`config.mk`:
```
export PLATFORM = sky130hd
export DESIGN_NAME = if_stage
export DESIGN_NICKNAME = d
export VERILOG_FILES = /design/src/rtl/if_stage.sv
export SDC_FILE = /design/constraint.sdc
export NUM_CORES = 1
export LEC_CHECK = 0
export ABC_AREA = 1
export ABC_CLOCK_PERIOD_IN_PS = 2000
export BUFFER_PORTS_ARGS = -buffer_cell sky130_fd_sc_hd__buf_2
export CAP_MARGIN = 20
export CORE_ASPECT_RATIO = 1.1
export CORE_UTILIZATION = 30
export DETAILED_ROUTE_END_ITERATION = 7
export GPL_TIMING_DRIVEN = 0
export HOLD_SLACK_MARGIN = 0.12
export PLACE_DENSITY = 0.51
export SYNTH_ARGS = -nofsm -noshare
export SYNTH_HDL_FRONTEND = slang
export SYNTH_SLANG_ARGS = --single-unit
```
`constraint.sdc`:
```
create_clock -name clk -period 2 [get_ports clk]
set_input_delay 0.1 -clock clk [delete_from_list [all_inputs] [get_ports clk]]
set_output_delay 0.1 -clock clk [all_outputs]
set_load 0.01 [all_outputs]
```
`src/rtl/if_stage.sv`:
```
// Instruction-fetch stage: holds the PC, drives it to instruction memory as
// the fetch address, picks the next PC (sequential or branch redirect) and
// registers the fetched PC/instruction pair into the IF/ID pipeline register.
//
// Ports
//   clk                 rising-edge clock
//   reset               asynchronous active-low reset (asserted when 0)
//   pc_write_en         1 = redirect PC to branch_target_addr, 0 = PC+4
//   branch_target_addr  redirect address, word-aligned on load
//   imem_addr           fetch address (the current PC, no added latency)
//   imem_rdata          instruction word returned combinationally for imem_addr
//   pc_out_ifid         IF/ID: PC of the latched instruction
//   instr_out_ifid      IF/ID: latched instruction word
module if_stage #(
   parameter logic [31:0] RESET_PC  = 32'h0000_0000,
   parameter logic [31:0] NOP_INSTR = 32'hE600_0000
) (
   input  logic        clk,
   input  logic        reset,
   input  logic        pc_write_en,
   input  logic [31:0] branch_target_addr,
   output logic [31:0] imem_addr,
   input  logic [31:0] imem_rdata,
   output logic [31:0] pc_out_ifid,
   output logic [31:0] instr_out_ifid
);

   localparam int unsigned XLEN       = 32;
   localparam int unsigned ALIGN_BITS = 2;
   localparam int unsigned INSTR_SIZE = 4;

   logic [XLEN-1:0] pc;
   logic [XLEN-1:0] pc_next_c;

   // Next-PC select; branch targets are forced onto a word boundary and the
   // sequential increment wraps naturally modulo 2^32.
   always_comb begin
      pc_next_c = pc + XLEN'(INSTR_SIZE);
      if (pc_write_en) begin
         pc_next_c = {branch_target_addr[XLEN-1:ALIGN_BITS], ALIGN_BITS'(0)};
      end
   end

   // PC and IF/ID register; IF/ID captures the pre-update PC and the word
   // fetched for it, so the pipeline register lags imem_addr by one cycle.
   always_ff @(posedge clk or negedge reset) begin
      if (!reset) begin
         pc             <= RESET_PC;
         pc_out_ifid    <= RESET_PC;
         instr_out_ifid <= NOP_INSTR;
      end else begin
         pc             <= pc_next_c;
         pc_out_ifid    <= pc;
         instr_out_ifid <= imem_rdata;
      end
   end

   // Fetch address is the PC flop itself.
   assign imem_addr = pc;

endmodule

```
After elaboration in Yosys (flattened, before gate mapping). Index checks and enable logic that the tools add are counted.

$add $sub $neg: 1. Mux-type cells: 1.

Operators with widths (count): 32-bit by 3-bit adder with 32-bit output, second input constant (1); 32-bit two-way mux (1).

Register bits: 96. Output and inout port bits: 96.

Longest topological paths before layout.
Word-level depth: 2. Gate-level depth with buffers: 9. Gate-level depth less buffers: 9.

Worst setup path after synthesis. No wires, ideal clock.

Kind: register to register. From: register pc[2], in the netlist imem_addr[2]. To: register pc[14], in the netlist imem_addr[14]. Library setup time: 0.117 ns. Data arrival time: 1.331 ns. Data required time: 1.883 ns. Slack: 0.552 ns. Stages on the path, launching flop included: 9. Buffers on the path: 0. Cells stage by stage: dfrtp_1 ha_1 nand2_1 nor2_4 nand2_4 nor2_4 or2_2 nand3_1 nand2_1.

Longest elaborated chain between the ends: 2.

RTL lines: start: declaration (line 32) `logic [XLEN-1:0] pc;`; start signal: assignment (line 52) `pc <= pc_next_c;`; 32-bit by 3-bit adder with 32-bit output (line 38) `pc_next_c = pc + XLEN'(INSTR_SIZE);`; 32-bit two-way mux (line 39) `if (pc_write_en) begin`; net pc_next_c[14] (line 33) `logic [XLEN-1:0] pc_next_c;`.

The timed path passes the listed nets, and every way through them passes these cells.

Worst setup path after layout.
From: register pc[2], in the netlist imem_addr[2]. To: register pc[24], in the netlist imem_addr[24].

Same word-level chain as after synthesis.

==> summary.txt <==
STA
  • Minimum hold slack: approximately 0.14 ns
  • Fmax: approximately 0.6 GHz
  • Final Hold Fails: 0
  • Period utilization: between 80% and 90%
  • Slew Viols, Final: 0
  • Final setup viols: 0
  • Slew headroom: 62.1%
  • Final clock skew: around 0.0057 ns
  • Tmin final: between 1.5 and 2 ns
  • RSZ-0062 raised after global routing: false
  • Worst-Margin Slew: approximately 0.57 ns
  • Final setup margin: around 0.34 ns

Cells and area
  • Fill count: between 1000 and 1500
  • Nets: ~670
  • Multi-input gate area: ~0.0011 sq mm
  • Final Non-Filler Cells: 755
  • Reg area: roughly 0.0023 sq mm
  • Area growth, synth to finish: 53.8%
  • Layout cells sized above 1: about a third
  • # diodes: 0

Clock network
  • Worst-skew pair later-pin latency: around 0.34 ns
  • Worst-case clock buffer depth: 2
  • Num CTS Buffers: 9
  • H-tree depth: 3
  • Post-CTS setup buffers: 0
  • Clock sinks: 92
  • CTS root buffer: clkbuf_16
  • Clk slew on worst S/H paths: approximately 0.07 ns
  • TritonCTS clock tree: built

Die
  • Initial core utilization: between 30% and 40%
  • Die height: between 100 and 150 um
  • Die Area: 0.0123 sq mm
  • Die W: about 110 um
  • Core area: between 0.01 and 0.015 sq mm
  • # rows: between 40 and 50
  • I/O Pins: 163

GRT
  • Gr usage total: 16.2%
  • Vias in the first global route: ~3200
  • Largest net degree at the start of global routing: 60
  • Initial antenna violation count: 0
  • Grt ovf: 0
  • First-pass GRT wire length: around 15 mm

Worst setup path
  • CP Data Arrival Time: 1.90 ns
  • Critical Path Source Type: flop
  • Critical path's largest stage delay: 0.42 ns
  • Required time worst endpoint: 2.23 ns
  • Crit. End Element: flop
  • Setup crit start: imem_addr[2]$_DFF_PN0_
  • CP max-delay cell: dfrtp_1
  • Most frequent CP cell: nand2_1
  • CP Class: reg -> reg
  • Reg-to-Reg Start: imem_addr[2]$_DFF_PN0_
  • Crit Path Max Fanout: 6
  • Crit-path cells: ha_1, nand2_1, nor2_4, nand2_1, nor2_1, nand3_1, nand3_1, nand2_1

Route
  • Via density: 4.21
  • Top layer in use: met4
  • Drt first pass iters: 6
  • WL/cell: 12.7 um
  • Met1 Wirelength: roughly 4.5 mm
  • Met3 routed WL: 523 um
  • DRC violations left: 0
  • Vias: between 3000 and 4000
  • Post-DRT Antenna Nets: 0
  • DR iter-0 viols: about 130
  • Met2 wire len: ~4.4 mm
  • Final WL: around 9.6 mm

Power
  • PwrDens: 793 mW/mm^2
  • Peak supply drop: ~0.00034 V
  • P_leak: between 2 and 3 nW

Yosys
  • Yosys cell types: 26
  • Mapped cell area: 0.00357 sq mm
  • Sequential area share after synthesis: between 60% and 70%
  • Syn_area_per_cell: just under 10 sq um
  • Yosys reg bits: between 90 and 100
  • YS warnings: 0
  • Gate Count Post-Synth: around 370

Status
  • Status: completed

Placement
  • Placement-stage worst setup slack: roughly 0.32 ns
  • Estimated wirelength of the detail-placed design: roughly 6.9 mm
  • Placed Cells incl. Taps: 676
  • GP Congestion: between 0.8 and 0.9
  • I/O Buffers: 156

Hold path
  • Worst Hold Class: in -> reg
  • Min-delay src: pc_write_en

Job
  • Max Cap Violations: 0
-- placed cells by master, fill, tap and decap left out, drive strengths merged --
master         n
buf          164
nand2        135
dfrtp         87
dlygate4sd3   63
nor2          48
nand3         31
inv           25
clkbuf        14
o21ai          9
dfstp          5
conb           4
clkinv         4
and2           3
xor2           3
or2            3
o21bai         2
a21oi          2
nand4          1
a31oi          1
ha             1
-- worst paths after layout --
kind	to	slack [ns]	cells after the start
worst min-delay path	imem_addr[4]$_DFF_PN0_	0.14	4
min in group asynchronous	instr_out_ifid[9]$_DFF_PN0_	0.25	2
worst max-delay path	imem_addr[24]$_DFF_PN0_	0.34	8
max in group asynchronous	instr_out_ifid[31]$_DFF_PN1_	1.10	3
worst min register to register	pc_out_ifid[5]$_DFF_PN0_	0.44	0
worst max register to register	imem_addr[24]$_DFF_PN0_	0.34	8
-- power by group --
part | internal [mW] | leakage, nW | switching (mW)
Clock | 0.881 | 0.140 | 0.719
Combinational | 0.304 | 1.54 | 0.326
Sequential | 2.01 | 1.09 | 0.112
Total | 3.20 | 2.78 | 1.16
-- worst max-delay path: cells and delay by family, from the launching register on --
family	cells	cell delay (ns)
flops	1	0.42
fa+ha+maj	1	0.20
simple gates	7	0.93
-- routing by layer --
metal  global-route usage, %  vias up
met1                    20.6     1450
met2                    26.9      117
met3                    3.85       12
met5                       0        -
li1                        -     1603
met4                    6.39        0
-- synthesized netlist by cell type --
master	instances	area share [%]
nand2_1	129	14
and2_1	3	0.53
o21bai_1	2	0.42
o21ai_1	1	0.14
buf_4	5	1.1
conb_1	1	0.11
nor2_1	36	3.8
nand2_2	5	0.88
dfrtp_1	87	61
a31oi_1	1	0.18
xor2_1	3	0.74
nand4_1	1	0.18
or2_2	2	0.35
nor2_4	9	2.8
nor2_2	3	0.53
nand2_4	1	0.32
inv_1	23	2.4
clkbuf_1	3	0.32
inv_2	1	0.11
nand3_1	31	4.3
a21oi_1	2	0.28
ha_1	1	0.35
dfstp_2	5	3.7
o21ai_0	8	1.1
or2_0	1	0.18
buf_6	2	0.63
-- cell families after synthesis --
kind of cell    synth area share, %
xor+xnor                      0.736
flops                          64.7
simple gates                   27.5
fa+ha+maj                     0.350
other cells                   0.105
compound gates                 2.14
buf+inv                        4.52
-- through the flow --
step | instance area, sq um | TNS, ns | utilization [%] | total power [mW]
after floorplan | 3580 | 0 | - | 2.38
after global placement | 4550 | -2.03 | 39.4 | 2.69
after detailed placement | 4580 | 0 | 39.7 | 2.70
after CTS | 5490 | 0 | 47.6 | 4.41
after global routing | 5490 | 0 | 47.6 | 4.59
final | 5490 | 0 | 47.6 | 4.35
-- cell type report --
cell class / instances / share of cell area [%]
Sequential cell: 92 / 42.1
Buffer: 10 / 1.30
Clock inverter: 5 / 0.661
Timing Repair Buffer: 220 / 26.3
Tap cell: 150 / 3.42
Clock buffer: 11 / 4.42
Inverter: 24 / 1.64
Multi-Input combinational cell: 243 / 20.2
-- sequential cells by signal, summed over array words and instances, names as in the netlist --
name,cells
instr_out_ifid,32
imem_addr,30
pc_out_ifid,30
-- repair_timing --
action | CTS | global route
endpoints found under the hold margin | 95 | 0
hold buffers | 63 | 0
gates resized for setup | 0 | 0
(Power assumes the default switching activity.)
